`src/rtl/refclk_pkg.sv`:
```
// Shared types, defaults and the loss-lookup helper for the reference-clock selector.
// Feature macro REFCLK_SEL_REVERT_EN (revertive wait-to-restore) is consumed by the other files.
package refclk_pkg;

    typedef enum logic [2:0] {
        ST_DIS  = 3'd0,
        ST_PRI  = 3'd1,
        ST_HOLD = 3'd2,
        ST_SEC  = 3'd3,
        ST_WTR  = 3'd4,
        ST_FAIL = 3'd5
    } refsel_state_e;

    localparam int DEF_N_IN       = 11;
    localparam int DEF_N_OUT      = 10;
    localparam int DEF_HOLDOFF_MS = 2;
    localparam int DEF_WTR_MS     = 300;

    // Loss vectors and indices are padded to these widths before lookup (N_IN <= 64).
    localparam int LOSS_MAX_IN = 64;
    localparam int LOSS_IDX_W  = 6;

    function automatic logic idx_lost(input logic [LOSS_MAX_IN-1:0] loss,
                                      input logic [LOSS_IDX_W-1:0]  idx,
                                      input int                     n_in);
        return (int'(idx) < n_in) ? loss[idx] : 1'b1;
    endfunction

endpackage

```
`src/rtl/refclk_sel_ch.sv`:
```
// One output channel: protection FSM, hold-off / wait-to-restore counters and clock mux.
// REFCLK_SEL_REVERT_EN builds the WTR state and its counter; otherwise the channel is non-revertive.
module refclk_sel_ch
    import refclk_pkg::*;
#(
    parameter int N_IN       = DEF_N_IN,
    parameter int SEL_W      = 4,
    parameter int HOLDOFF_MS = DEF_HOLDOFF_MS
`ifdef REFCLK_SEL_REVERT_EN
    ,
    parameter int WTR_MS     = DEF_WTR_MS
`endif
) (
    input  logic             clk_125m,
    input  logic             rst_n,
    input  logic             tick_1ms,
    input  logic [N_IN-1:0]  refck_in,
    input  logic [N_IN-1:0]  clk_loss,
    input  logic             ref_en,
    input  logic             auto_en,
    input  logic             force_sec,
    input  logic [SEL_W-1:0] pri_sel,
    input  logic [SEL_W-1:0] sec_sel,
    output logic             refck_out,
    output logic [SEL_W-1:0] active_sel,
    output logic             on_sec,
    output logic             switch_evt,
    output logic             alarm
);

    localparam int HOLD_CW = (HOLDOFF_MS > 0) ? $clog2(HOLDOFF_MS + 1) : 1;
    localparam logic [HOLD_CW-1:0] HOLD_MAX = HOLD_CW'(HOLDOFF_MS);

    refsel_state_e      state_r, state_s;
    logic [SEL_W-1:0]   active_sel_r, active_sel_s;
    logic               on_sec_r, on_sec_s;
    logic               switch_evt_r, switch_evt_s;
    logic               alarm_r;
    logic               force_sec_r;
    logic [HOLD_CW-1:0] hold_cnt_r, hold_cnt_s, hold_inc_s;
    logic               loss_p_s, loss_s_s, force_fall_s, refck_mux_s;

`ifdef REFCLK_SEL_REVERT_EN
    localparam int WTR_CW = (WTR_MS > 0) ? $clog2(WTR_MS + 1) : 1;
    localparam logic [WTR_CW-1:0] WTR_MAX = WTR_CW'(WTR_MS);
    logic [WTR_CW-1:0] wtr_cnt_r, wtr_cnt_s, wtr_inc_s;
    assign wtr_inc_s = (tick_1ms && (wtr_cnt_r != WTR_MAX)) ? wtr_cnt_r + WTR_CW'(1) : wtr_cnt_r;
`endif

    assign loss_p_s     = idx_lost(LOSS_MAX_IN'(clk_loss), LOSS_IDX_W'(pri_sel), N_IN);
    assign loss_s_s     = idx_lost(LOSS_MAX_IN'(clk_loss), LOSS_IDX_W'(sec_sel), N_IN);
    assign force_fall_s = force_sec_r & ~force_sec;
    assign hold_inc_s   = (tick_1ms && (hold_cnt_r != HOLD_MAX)) ? hold_cnt_r + HOLD_CW'(1) : hold_cnt_r;

    // Next-state, counter and routing decode for the protection FSM.
    always_comb begin
        state_s = state_r;
        if (!ref_en) begin
            state_s = ST_DIS;
        end else begin
            case (state_r)
                ST_DIS: state_s = ST_PRI;
                ST_PRI: begin
                    if (force_sec) begin
                        state_s = ST_SEC;
                    end else if (auto_en && loss_p_s) begin
                        if (HOLDOFF_MS == 0) begin
                            state_s = loss_s_s ? ST_FAIL : ST_SEC;
                        end else begin
                            state_s = ST_HOLD;
                        end
                    end else begin
                        state_s = ST_PRI;
                    end
                end
                ST_HOLD: begin
                    if (!loss_p_s)                    state_s = ST_PRI;
                    else if (force_sec)               state_s = ST_SEC;
                    else if (!auto_en)                state_s = ST_PRI;
                    else if (hold_cnt_r == HOLD_MAX)  state_s = loss_s_s ? ST_FAIL : ST_SEC;
                    else                              state_s = ST_HOLD;
                end
                ST_SEC: begin
                    if (loss_s_s && !loss_p_s)                         state_s = ST_PRI;
                    else if (loss_s_s)                                 state_s = ST_FAIL;
                    else if (force_fall_s || (!auto_en && !force_sec)) state_s = ST_PRI;
`ifdef REFCLK_SEL_REVERT_EN
                    else if (!loss_p_s && !force_sec)                  state_s = ST_WTR;
`endif
                    else                                               state_s = ST_SEC;
                end
`ifdef REFCLK_SEL_REVERT_EN
                ST_WTR: begin
                    if (loss_p_s)                   state_s = ST_SEC;
                    else if (loss_s_s)              state_s = ST_PRI;
                    else if (force_sec)             state_s = ST_SEC;
                    else if (!auto_en)              state_s = ST_PRI;
                    else if (wtr_cnt_r == WTR_MAX)  state_s = ST_PRI;
                    else                            state_s = ST_WTR;
                end
`endif
                ST_FAIL: begin
                    if (!loss_p_s)       state_s = ST_PRI;
                    else if (!loss_s_s)  state_s = ST_SEC;
                    else                 state_s = ST_FAIL;
                end
                default: state_s = ST_DIS;
            endcase
        end

        // Counters only run while staying in their state, so an entry-cycle tick is ignored.
        hold_cnt_s = ((state_r == ST_HOLD) && (state_s == ST_HOLD)) ? hold_inc_s : {HOLD_CW{1'b0}};
`ifdef REFCLK_SEL_REVERT_EN
        wtr_cnt_s  = ((state_r == ST_WTR) && (state_s == ST_WTR)) ? wtr_inc_s : {WTR_CW{1'b0}};
`endif

        case (state_s)
            ST_PRI, ST_HOLD: begin
                active_sel_s = pri_sel;
                on_sec_s     = 1'b0;
            end
            ST_SEC, ST_WTR: begin
                active_sel_s = sec_sel;
                on_sec_s     = 1'b1;
            end
            ST_FAIL: begin
                active_sel_s = active_sel_r;
                on_sec_s     = on_sec_r;
            end
            default: begin
                active_sel_s = {SEL_W{1'b0}};
                on_sec_s     = 1'b0;
            end
        endcase

        switch_evt_s = (state_r != ST_DIS) && (state_s != ST_DIS) && (on_sec_s != on_sec_r);
    end

    // State and all channel outputs register together from the next-state decode.
    always_ff @(posedge clk_125m or negedge rst_n) begin
        if (!rst_n) begin
            state_r      <= ST_DIS;
            active_sel_r <= {SEL_W{1'b0}};
            on_sec_r     <= 1'b0;
            switch_evt_r <= 1'b0;
            alarm_r      <= 1'b0;
            force_sec_r  <= 1'b0;
            hold_cnt_r   <= {HOLD_CW{1'b0}};
`ifdef REFCLK_SEL_REVERT_EN
            wtr_cnt_r    <= {WTR_CW{1'b0}};
`endif
        end else begin
            state_r      <= state_s;
            active_sel_r <= active_sel_s;
            on_sec_r     <= on_sec_s;
            switch_evt_r <= switch_evt_s;
            alarm_r      <= (state_s == ST_FAIL);
            force_sec_r  <= force_sec;
            hold_cnt_r   <= hold_cnt_s;
`ifdef REFCLK_SEL_REVERT_EN
            wtr_cnt_r    <= wtr_cnt_s;
`endif
        end
    end

    // Clock mux; an out-of-range index matches no input and yields 0.
    always_comb begin
        refck_mux_s = 1'b0;
        for (int k = 0; k < N_IN; k++) begin
            refck_mux_s = refck_mux_s | (refck_in[k] & (active_sel_r == SEL_W'(k)));
        end
    end

    assign refck_out  = ref_en & refck_mux_s;
    assign active_sel = active_sel_r;
    assign on_sec     = on_sec_r;
    assign switch_evt = switch_evt_r;
    assign alarm      = alarm_r;

endmodule

```
`src/rtl/refclk_sel_auto.sv`:
```
// N_IN-to-N_OUT reference-clock selector with per-output automatic failover.
// Define REFCLK_SEL_REVERT_EN for revertive operation (adds the WTR_MS parameter).
module refclk_sel_auto
    import refclk_pkg::*;
#(
    parameter int N_IN       = DEF_N_IN,
    parameter int N_OUT      = DEF_N_OUT,
    parameter int HOLDOFF_MS = DEF_HOLDOFF_MS,
`ifdef REFCLK_SEL_REVERT_EN
    parameter int WTR_MS     = DEF_WTR_MS,
`endif
    localparam int SEL_W     = (N_IN > 1) ? $clog2(N_IN) : 1
) (
    input  logic                   clk_125m,
    input  logic                   rst_n,
    input  logic                   tick_1ms,
    input  logic [N_IN-1:0]        refck_in,
    input  logic [N_IN-1:0]        clk_loss,
    input  logic [N_OUT-1:0]       ref_en,
    input  logic [N_OUT-1:0]       auto_en,
    input  logic [N_OUT-1:0]       force_sec,
    input  logic [N_OUT*SEL_W-1:0] pri_sel,
    input  logic [N_OUT*SEL_W-1:0] sec_sel,
    output logic [N_OUT-1:0]       refck_out,
    output logic [N_OUT*SEL_W-1:0] active_sel,
    output logic [N_OUT-1:0]       on_sec,
    output logic [N_OUT-1:0]       switch_evt,
    output logic [N_OUT-1:0]       alarm
);

    for (genvar i = 0; i < N_OUT; i++) begin : g_ch
        refclk_sel_ch #(
            .N_IN       (N_IN),
            .SEL_W      (SEL_W),
            .HOLDOFF_MS (HOLDOFF_MS)
`ifdef REFCLK_SEL_REVERT_EN
            ,
            .WTR_MS     (WTR_MS)
`endif
        ) u_ch (
            .clk_125m   (clk_125m),
            .rst_n      (rst_n),
            .tick_1ms   (tick_1ms),
            .refck_in   (refck_in),
            .clk_loss   (clk_loss),
            .ref_en     (ref_en[i]),
            .auto_en    (auto_en[i]),
            .force_sec  (force_sec[i]),
            .pri_sel    (pri_sel[i*SEL_W +: SEL_W]),
            .sec_sel    (sec_sel[i*SEL_W +: SEL_W]),
            .refck_out  (refck_out[i]),
            .active_sel (active_sel[i*SEL_W +: SEL_W]),
            .on_sec     (on_sec[i]),
            .switch_evt (switch_evt[i]),
            .alarm      (alarm[i])
        );
    end

endmodule

```
`config.mk`:
```
export PLATFORM = sky130hd
export DESIGN_NAME = refclk_sel_auto
export DESIGN_NICKNAME = d
export VERILOG_FILES = /design/src/rtl/refclk_pkg.sv /design/src/rtl/refclk_sel_ch.sv /design/src/rtl/refclk_sel_auto.sv
export SDC_FILE = /design/constraint.sdc
export NUM_CORES = 1
export LEC_CHECK = 0
export CORE_MARGIN = 10
export CORE_UTILIZATION = 23
export CTS_CLUSTER_DIAMETER = 50
export DETAILED_ROUTE_END_ITERATION = 8
export SYNTH_ARGS = -nofsm -noshare
export SYNTH_HDL_FRONTEND = slang
export SYNTH_SLANG_ARGS = --single-unit
```
`constraint.sdc`:
```
create_clock -name clk_125m -period 2.03 [get_ports clk_125m]
set_input_delay 0.406 -clock clk_125m [delete_from_list [all_inputs] [get_ports clk_125m]]
set_output_delay 0.406 -clock clk_125m [all_outputs]
set_load 0.02 [all_outputs]
```
Word-level counts from Yosys, hierarchy flattened:

Index checks and enable logic that the tools add are counted.

* flip-flop bits (word level): 130

* reduce and logical (&&, ||, !) cells: 170
* multiplexer cells: 230
* bitwise logic cells: 240
* add/sub/neg operators: 10
* order comparisons: 40
* equality and inequality tests: 230

Operators by type and width (number)
* two-way mux 3 bit: 100
* equality test 4 x 3 -> 1 bit, second input constant: 40
* one-hot mux 3 bit (5 select lines): 10
* less-than comparator 4 x 7 -> 1 bit, second input constant: 20
* AND 1 bit: 130
* equality test 3 x 2 -> 1 bit, second input constant: 40
* equality test 4 bit, second input constant: 30
* one-hot mux 4 bit (3 select lines): 10
* OR 1 bit: 100
* equality test 3 bit, second input constant: 30
* binary-select mux 1 bit (select 4 bit): 20
* equality test 4 x 2 -> 1 bit, second input constant: 20
* less-than comparator 4 bit, second input constant: 20
* two-way mux 2 bit: 40
* logical AND 1 bit: 70
* equality test 3 x 1 -> 1 bit, second input constant: 20
* nonzero test 3 bit: 20
* equality test 4 x 1 -> 1 bit, second input constant: 10
* logical NOT 4 bit: 10
* two-way mux 1 bit: 40
* OR reduction 2 bit: 20
* logical NOT 1 bit: 30
* logical NOT 3 bit: 10
* adder 2 x 1 -> 2 bit, second input constant: 10
* other kinds (7): 70

Depth between registers and ports, before layout:

Gate-level depths: netlist of run 1.

* depth after elaboration: 15
* mapped depth: 10

Hierarchy:

A second synthesis of run 1 with hierarchy kept.

* cells, all modules: 1120
* area, all modules: 11149.4 sq um

By module, submodules not included
* refclk_sel_ch at g_ch[1].u_ch ...: times used 6, sequential area each 325.3 sq um, cells an instance 111, area each 1086.0 sq um
* refclk_sel_ch at g_ch[7].u_ch ...: times used 3, sequential area each 325.3 sq um, cells an instance 114, area each 1182.4 sq um
* refclk_sel_ch at g_ch[0].u_ch: times used 1, sequential area each 325.3 sq um, cells an instance 112, area each 1086.0 sq um

Worst setup path before layout of run 1:

OpenSTA, ideal clock, no wires.

* path kind: input -> register
* from: input clk_loss[4]
* to: register g_ch[3].u_ch.active_sel_r[0]
* path slack: -0.507 ns
* stages: 8
* arrival: 2.411 ns
* library setup time: 0.126 ns
* required time: 1.904 ns
* cells stage by stage: buf_4 -> mux4_1 -> or3_1 -> o311a_1 -> o211a_1 -> a221o_1 -> and3_1 -> a221o_1

* word-level cells in the longest chain between the ends: 13

RTL lines
* start: declaration: RTL line refclk_sel_auto.sv:18 `input logic [N_IN-1:0] clk_loss,`
* binary-select mux 1 bit (select 4 bit): RTL line refclk_pkg.sv:26 `return (int'(idx) < n_in) ? loss[idx] : 1'b1;`
* two-way mux 1 bit (not written as such): RTL line refclk_pkg.sv:26
* two-way mux 1 bit: RTL line refclk_pkg.sv:26
* two-way mux 3 bit: RTL line refclk_sel_ch.sv:80, refclk_sel_ch.sv:104
* two-way mux 3 bit: RTL line refclk_sel_ch.sv:80 `else if (hold_cnt_r == HOLD_MAX) state_s = loss_s_s ? ST_FAIL : ST_SEC;`
* two-way mux 3 bit: RTL line refclk_sel_ch.sv:79 `else if (!auto_en) state_s = ST_PRI;`
* two-way mux 3 bit: RTL line refclk_sel_ch.sv:78 `else if (force_sec) state_s = ST_SEC;`
* two-way mux 3 bit: RTL line refclk_sel_ch.sv:77 `if (!loss_p_s) state_s = ST_PRI;`
* one-hot mux 3 bit (5 select lines) (*): RTL line refclk_sel_ch.sv:61 `case (state_r)`
* two-way mux 3 bit (*): RTL line refclk_sel_ch.sv:58 `if (!ref_en) begin`
* equality test 3 x 2 -> 1 bit, or another cell as far along: RTL line refclk_sel_ch.sv:117 `case (state_s)`
* OR reduction 2 bit: RTL line refclk_sel_ch.sv:117
* one-hot mux 4 bit (3 select lines): RTL line refclk_sel_ch.sv:117
* end signal: assignment: RTL line refclk_sel_ch.sv:143 `active_sel_r <= {SEL_W{1'b0}};`
* end signal: assignment: RTL line refclk_sel_ch.sv:154 `active_sel_r <= active_sel_s;`
* end: declaration: RTL line refclk_sel_ch.sv:35 `logic [SEL_W-1:0] active_sel_r, active_sel_s;`

Every way passes the cells marked *; elsewhere a longest branch is shown, timed or not. The select of a mux whose other input is x is not followed.
A chain may end at the register's enable or synchronous reset.

Final worst setup path of run 1:

* from: register g_ch[2].u_ch.active_sel_r[0]
* to: output refck_out[2]

* word-level cells in the longest chain between the ends: 13

RTL lines
* start: declaration: RTL line refclk_sel_ch.sv:35
* start signal: assignment: RTL line refclk_sel_ch.sv:143
* start signal: assignment: RTL line refclk_sel_ch.sv:154
* equality test 4 x 1 -> 1 bit / logical NOT 4 bit (equally long branches): RTL line refclk_sel_ch.sv:170 `refck_mux_s = refck_mux_s | (refck_in[k] & (active_sel_r == SEL_W'(k)));`
* AND 1 bit: RTL line refclk_sel_ch.sv:170
* OR 1 bit (9 in a row): RTL line refclk_sel_ch.sv:170
* OR 1 bit (*): RTL line refclk_sel_ch.sv:170
* AND 1 bit (*): RTL line refclk_sel_ch.sv:174 `assign refck_out = ref_en & refck_mux_s;`
* end: declaration: RTL line refclk_sel_auto.sv:24 `output logic [N_OUT-1:0] refck_out,`

Every way passes the cells marked *; elsewhere a longest branch is shown, timed or not.

==> run_results.csv, run 1 <==
group,metric,value,unit
status,status,"finished, violations left",
status,violations,"setup timing",
die,die_h,236,um
clock_network,path_clk_slew,70,ps
grt,antenna_found_initial,9,
timing,hold_viol,0,
grt,first_global_vias,11815,
critical_path,critPathArrivalTime,1930,ps
finish,mostFrequentLayoutCells,"buf_4, dfrtp_1, clkdlybuf4s50_1",
clock_network,clock_path_buffers,2,
detailed_routing,num_vias,11554,
pwr,p_int,6980,uW
pwr,power,10500,uW
critical_path,critPathKind,"reg -> out",
grt,globalRouteTotalUtil,0.168,
critical_path,start_kind,"register",
hold_path,hold_start,"pri_sel[8]",
clock_network,cts-buffers-inserted,17,
critical_path,rr_startpoint,"g_ch[3].u_ch.hold_cnt_r[0]",
finish,multi_input_area,7710,um2
timing,max_clock_freq,0.428,GHz
synth,synth_flop_cell,"dfrtp_1",
pwr,p_clk_frac,0.310,
synth,synth_top_cell_area_share,0.303,
synth,async_reset_ff_frac,1.00,
grt,grt_start_max_net_pins,54,
grt,grt_overflow,0,
clock_network,cts_tree,"done",
timing,fin_skew,10.4,ps
synth,synth_cell_types,91,
timing,rsz0062_at_grt,"yes",
die,boundaryPins,215,
pwr,sequentialPowerShare,0.289,
detailed_routing,ant_nets,0,
critical_path,worstSetupEndpointType,"primary output",
die,start_util,0.232,
placed_design,place_hpwl,34.9,mm
timing,drv_slew,0,
timing,final.min_clock_period,2330,ps
critical_path,startpoint,"g_ch[2].u_ch.active_sel[0]",
pwr,swShare,0.336,
die,coreArea,46400,um2
synth,synth.avg_cell_area,9.16,um2
synth,yosysTopAreaCell,"dfrtp_1",
finish,drive_above_1_share,0.399,
synth,yosys_warnings,0,
finish,area_growth,70.2,%
synth,syn-num-nets,1318,
finish,layout.area.seq,3270,um2
timing,tns,-9210,ps
synth,syn_area,10700,um2
synth,ys_ff_latch,130,
timing,relSlewSlack,0.635,
pwr,p_comb_frac,0.402,
die,dieArea,55800,um2
timing,min_period_over_period,1.15,
critical_path,cp.required,1620,ps
finish,final_common_cell,"buf_4",
synth,synth.area.top_cells,"dfrtp_1, mux2i_1, mux4_2",
detailed_routing,drt_first_pass_iters,5,
timing,hold_ws,389,ps
placed_design,place.gp.congestion,0.899,
pwr,netSwitchingPower,3530,uW
timing,setup_viol,67,
synth,ys_seq_area_frac,0.303,
placed_design,pre_cts_ws,-1090,ps
detailed_routing,viasPerCell,5.05,
run,drv_cap,0,
pwr,ir_drop,0.415,mV
pwr,powerDensity,574,nW/um2
clock_network,htreeDepth,4,
clock_network,clkLatencyLatePin,470,ps
grt,grt_pass1_wl,71.8,mm
timing,setup_ws,-304,ps
clock_network,cts.sinks,130,
die,dieWidth,236,um
critical_path,cp_max_fo,4,
timing,tightest_slew,545,ps
detailed_routing,wl_per_cell,21.2,um
detailed_routing,drt_iter0_markers,783,
synth,synth-edff-count,0,
finish,fin_nets,1805,
synth,syn_inst,1173,
die,rows,79,
hold_path,min_path_type,"in -> reg",
pwr,p_leak,0.00816,uW
finish,fill_cells,4486,
placed_design,portBuffers,214,
detailed_routing,totalWireLength,48.4,mm
clock_network,root_buffer,"clkbuf_16",
detailed_routing,drc,0,
[power by group through the flow]
stage / clock, uW / combinational [uW] / sequential [uW]
2_1_floorplan: 0 / 1770 / 3140
3_3_place_gp: 0 / 3600 / 3050
3_5_place_dp: 0 / 3640 / 3060
4_1_cts: 3330 / 4080 / 3030
5_1_grt: 3440 / 4490 / 3070
6_report: 3260 / 4220 / 3030
[logic make-up after synthesis]
group                    share of synthesized area
AO/OA/AOI/OAI                                0.188
XOR/XNOR                                   0.00896
adder cells (fa/ha/maj)                     0.0116
buffers and inverters                       0.0837
flip-flops                                   0.303
multiplexers                                 0.187
AND/OR/NAND/NOR                              0.218
[path summary, 6_finish.rpt]
kind	to	slack, ps	cells past startpoint
max in group asynchronous	g_ch[2].u_ch.active_sel[2]	900	3
max reg2reg	g_ch[3].u_ch.active_sel[0]	-90	8
min	g_ch[2].u_ch.active_sel[0]	390	4
min in group asynchronous	g_ch[5].u_ch.active_sel[1]	440	2
max	refck_out[2]	-300	6
min reg2reg	g_ch[3].u_ch.switch_evt	510	1
[cell usage after synthesis, types with 6 or more instances]
cell      number
nand4b_1      11
clkbuf_1      32
nor2b_1       18
nor4b_1       11
o22ai_1       10
o211ai_1       7
dfrtp_1      130
a31oi_1       32
mux2i_1       91
a22oi_1       10
ha_1          10
buf_2         20
buf_4         46
inv_1         64
o31a_1        10
xnor2_1       10
and3_1        24
nor3b_1        6
and3b_1        7
a311oi_1      12
and2_1        19
mux4_1        11
o21ai_0       24
nor3_1        19
buf_6          8
mux4_2        27
a211oi_1      11
or4_1          6
or3_1          6
nor2_1       116
nand3b_1      14
a21o_1        13
a221o_1       13
nand2b_1      42
a32oi_1        6
nand2_1       79
nand3_1       27
o31ai_1        9
mux2_2        18
a21oi_1       40
[worst max-delay path, stage by stage (launching register included)]
cell      delay [ps]
dfrtp_2          430
mux2i_1          200
nor2_1            50
a311oi_1         230
a211oi_1         100
o31a_1           310
buf_6            150
[sequential cells by signal (all words and copies together), names as in the netlist]
name                   cells
g_ch.u_ch.active_sel      40
g_ch.u_ch.state_r         30
g_ch.u_ch.hold_cnt_r      20
g_ch.u_ch.alarm           10
g_ch.u_ch.force_sec_r     10
g_ch.u_ch.on_sec          10
g_ch.u_ch.switch_evt      10
[what timing repair did]
action / CTS / global route
setup endpoints to repair: 152 / 87
hold buffers: 1 / 0
setup buffers: 52 / 20
pin swaps: 93 / 66
resized for setup: 423 / 121
hold endpoints to repair: 37 / 0
cloned: 14 / 0
[layout make-up]
| type | instances | area share |
|---|---|---|
| Multi-Input combinational cell | 872 | 0.422 |
| Sequential cell | 130 | 0.178 |
| Tap cell | 607 | 0.0415 |
| Clock inverter | 9 | 0.00711 |
| Timing Repair Buffer | 575 | 0.312 |
| Antenna cell | 6 | 0.000821 |
| Clock buffer | 23 | 0.0256 |
| Inverter | 64 | 0.0131 |
[per-layer routing]
metal  part of all wire  track usage
met2               0.46        0.264
met5            0.00068            0
met4              0.040       0.0768
met1               0.43        0.209
met3              0.066       0.0464
[through the flow]
| step | area, um2 | instances | util |
|---|---|---|---|
| 2_1_floorplan | 11100 | 1173 | - |
| 3_3_place_gp | 15700 | 2177 | 0.338 |
| 3_5_place_dp | 15700 | 2177 | 0.338 |
| 4_1_cts | 17900 | 2274 | 0.386 |
| 5_1_grt | 18300 | 2284 | 0.395 |
| 6_report | 18300 | 2286 | 0.395 |
Power figures use the tool's default switching activity.
==> run 2: changes to the inputs <==
Settings changed: ABC_AREA set to 0, RECOVER_POWER set to 25.
==> run 2 against run 1 <==
Effect of this change: the run still ends with setup timing left; wire length about the same; critical path type unchanged; critical endpoint unchanged; first-iteration DRC count unchanged; combinational power about the same; non-clock buffer count unchanged.
==> run_results.csv, run 2 (same netlist as run 1, synthesis figures left out) <==
group,metric,value,unit
finish,area_growth,69.8,%
hold_path,min_path_type,"in -> reg",
die,coreArea,46400,um2
detailed_routing,wl_met3,3.18,mm
timing,final.min_clock_period,2330,ps
pwr,ir_drop,0.415,mV
placed_design,placed_area,15700,um2
detailed_routing,m1WireLength,21.0,mm
detailed_routing,num_vias,11557,
timing,tightest_slew,1110,ps
timing,rsz0062_at_grt,"yes",
finish,multi_input_area,7710,um2
pwr,swShare,0.336,
pwr,p_leak,0.00814,uW
detailed_routing,viasPerCell,5.06,
die,start_util,0.232,
timing,min_period_over_period,1.15,
placed_design,pre_cts_ws,-1090,ps
pwr,p_clk_frac,0.310,
clock_network,cts.sinks,130,
placed_design,place_hpwl,34.9,mm
detailed_routing,drt_iter0_markers,783,
placed_design,portBuffers,214,
die,dieWidth,236,um
pwr,powerDensity,575,nW/um2
timing,tns,-9230,ps
timing,setup_ws,-304,ps
pwr,p_int,6970,uW
finish,layout.area.seq,3270,um2
grt,globalRouteTotalUtil,0.168,
timing,max_clock_freq,0.428,GHz
detailed_routing,wl_per_cell,21.2,um
pwr,power,10500,uW
critical_path,worstSetupEndpointType,"primary output",
finish,fin_area,18300,um2
pwr,p_comb_frac,0.401,
timing,fin_skew,10.4,ps
clock_network,htreeDepth,4,
clock_network,cts-buffers-inserted,17,
finish,final_common_cell,"buf_4",
grt,grt_pass1_wl,71.8,mm
detailed_routing,dr_wl_met2,22.3,mm
placed_design,place.gp.congestion,0.899,
detailed_routing,drt_first_pass_iters,5,
run,drv_cap,0,
detailed_routing,routed.top_layer,"met5",
critical_path,start_kind,"register",
critical_path,cp_max_fo,4,
detailed_routing,totalWireLength,48.4,mm
die,die_h,236,um
die,dieArea,55800,um2
finish,fill_cells,4496,
critical_path,critPathKind,"reg -> out",
timing,relSlewSlack,0.260,
clock_network,path_clk_slew,70,ps
grt,grt_start_max_net_pins,54,
grt,grt_overflow,0,
finish,mostFrequentLayoutCells,"buf_4, dfrtp_1, nor2_1",
timing,hold_viol,0,
status,status,"finished, violations left",
clock_network,cts_tree,"done",
finish,fin_nets,1805,
detailed_routing,drc,0,
grt,antenna_found_initial,9,
critical_path,critPathArrivalTime,1930,ps
clock_network,clkLatencyLatePin,460,ps
finish,largest_reg_flops,40,
die,rows,79,
critical_path,cp.required,1620,ps
timing,drv_slew,0,
finish,final_util,0.394,
grt,first_global_vias,11815,
timing,setup_viol,67,
die,boundaryPins,215,
clock_network,root_buffer,"clkbuf_16",
pwr,sequentialPowerShare,0.289,
pwr,netSwitchingPower,3530,uW
finish,drive_above_1_share,0.397,
clock_network,clock_path_buffers,2,
detailed_routing,ant_nets,0,
status,violations,"setup timing",
run 2: cell types whose count changed in the layout (fill, tap and decap cells not counted):
| cell | previous run | this run |
|---|---|---|
| clkdlybuf4s50_1 | 105 | 97 |
| dlygate4sd3_1 | 1 | 9 |
| buf_12 | 37 | 35 |
| buf_4 | 263 | 261 |
| clkbuf_1 | 4 | 6 |
| clkbuf_2 | 2 | 4 |
| buf_6 | 66 | 65 |
| clkbuf_4 | 0 | 1 |
run 2: stage by stage:
| stage | hold WS, ps | std cells |
|---|---|---|
| after floorplan | 110 | 1173 |
| after global placement | 358 | 2177 |
| after detailed placement | 358 | 2177 |
| after CTS | 397 | 2274 |
| after global routing | 392 | 2284 |
| final | 389 | 2286 |
run 2: worst max-delay path, cell delays in order, from the launching register on:
cell      delay [ps]
dfrtp_2          430
mux2i_1          200
nor2_1            50
a311oi_1         230
a211oi_1         100
o31a_1           310
buf_6            150
run 2: worst paths after layout:
| kind | from | to | slack (ps) | depth (start not counted) |
|---|---|---|---|---|
| setup / recovery | g_ch[2].u_ch.active_sel[0] | refck_out[2] | -300 | 6 |
| max in group asynchronous | rst_n | g_ch[3].u_ch.active_sel[2] | 200 | 3 |
| hold reg to reg | g_ch[3].u_ch.on_sec | g_ch[3].u_ch.switch_evt | 510 | 1 |
| setup reg to reg | g_ch[3].u_ch.hold_cnt_r[0] | g_ch[3].u_ch.active_sel[0] | -90 | 8 |
| min in group asynchronous | rst_n | g_ch[5].u_ch.active_sel[1] | 690 | 2 |
| hold / removal | pri_sel[8] | g_ch[2].u_ch.active_sel[0] | 390 | 4 |
run 2: power groups by stage:
stage | clock, uW | sequential, uW | combinational [uW]
after CTS | 3330 | 3030 | 4080
after global routing | 3440 | 3070 | 4480
final | 3260 | 3030 | 4210
after detailed placement | 0 | 3060 | 3640
after global placement | 0 | 3050 | 3600
after floorplan | 0 | 3140 | 1770
run 2: repair_timing:
item,CTS,global route
setup buffers,52,20
hold buffers,1,0
endpoints found under the hold margin,37,0
endpoints found under the setup margin,152,87
gates resized for setup,423,121
pin swaps,93,66
cloned,14,0
run 2: metal layers:
layer,global-route usage,vias up
li1,-,5342
met1,0.209,5708
met2,0.264,402
met3,0.0464,99
met4,0.0768,6
met5,0,-
run 2: area by class of cell:
type | count | area share
antenna | 6 | 0.000822
clock buffer | 23 | 0.0256
clock inverter | 9 | 0.00713
inverter | 64 | 0.0132
multi-input combinational | 872 | 0.422
sequential | 130 | 0.179
tap | 607 | 0.0416
timing repair buffer | 575 | 0.310
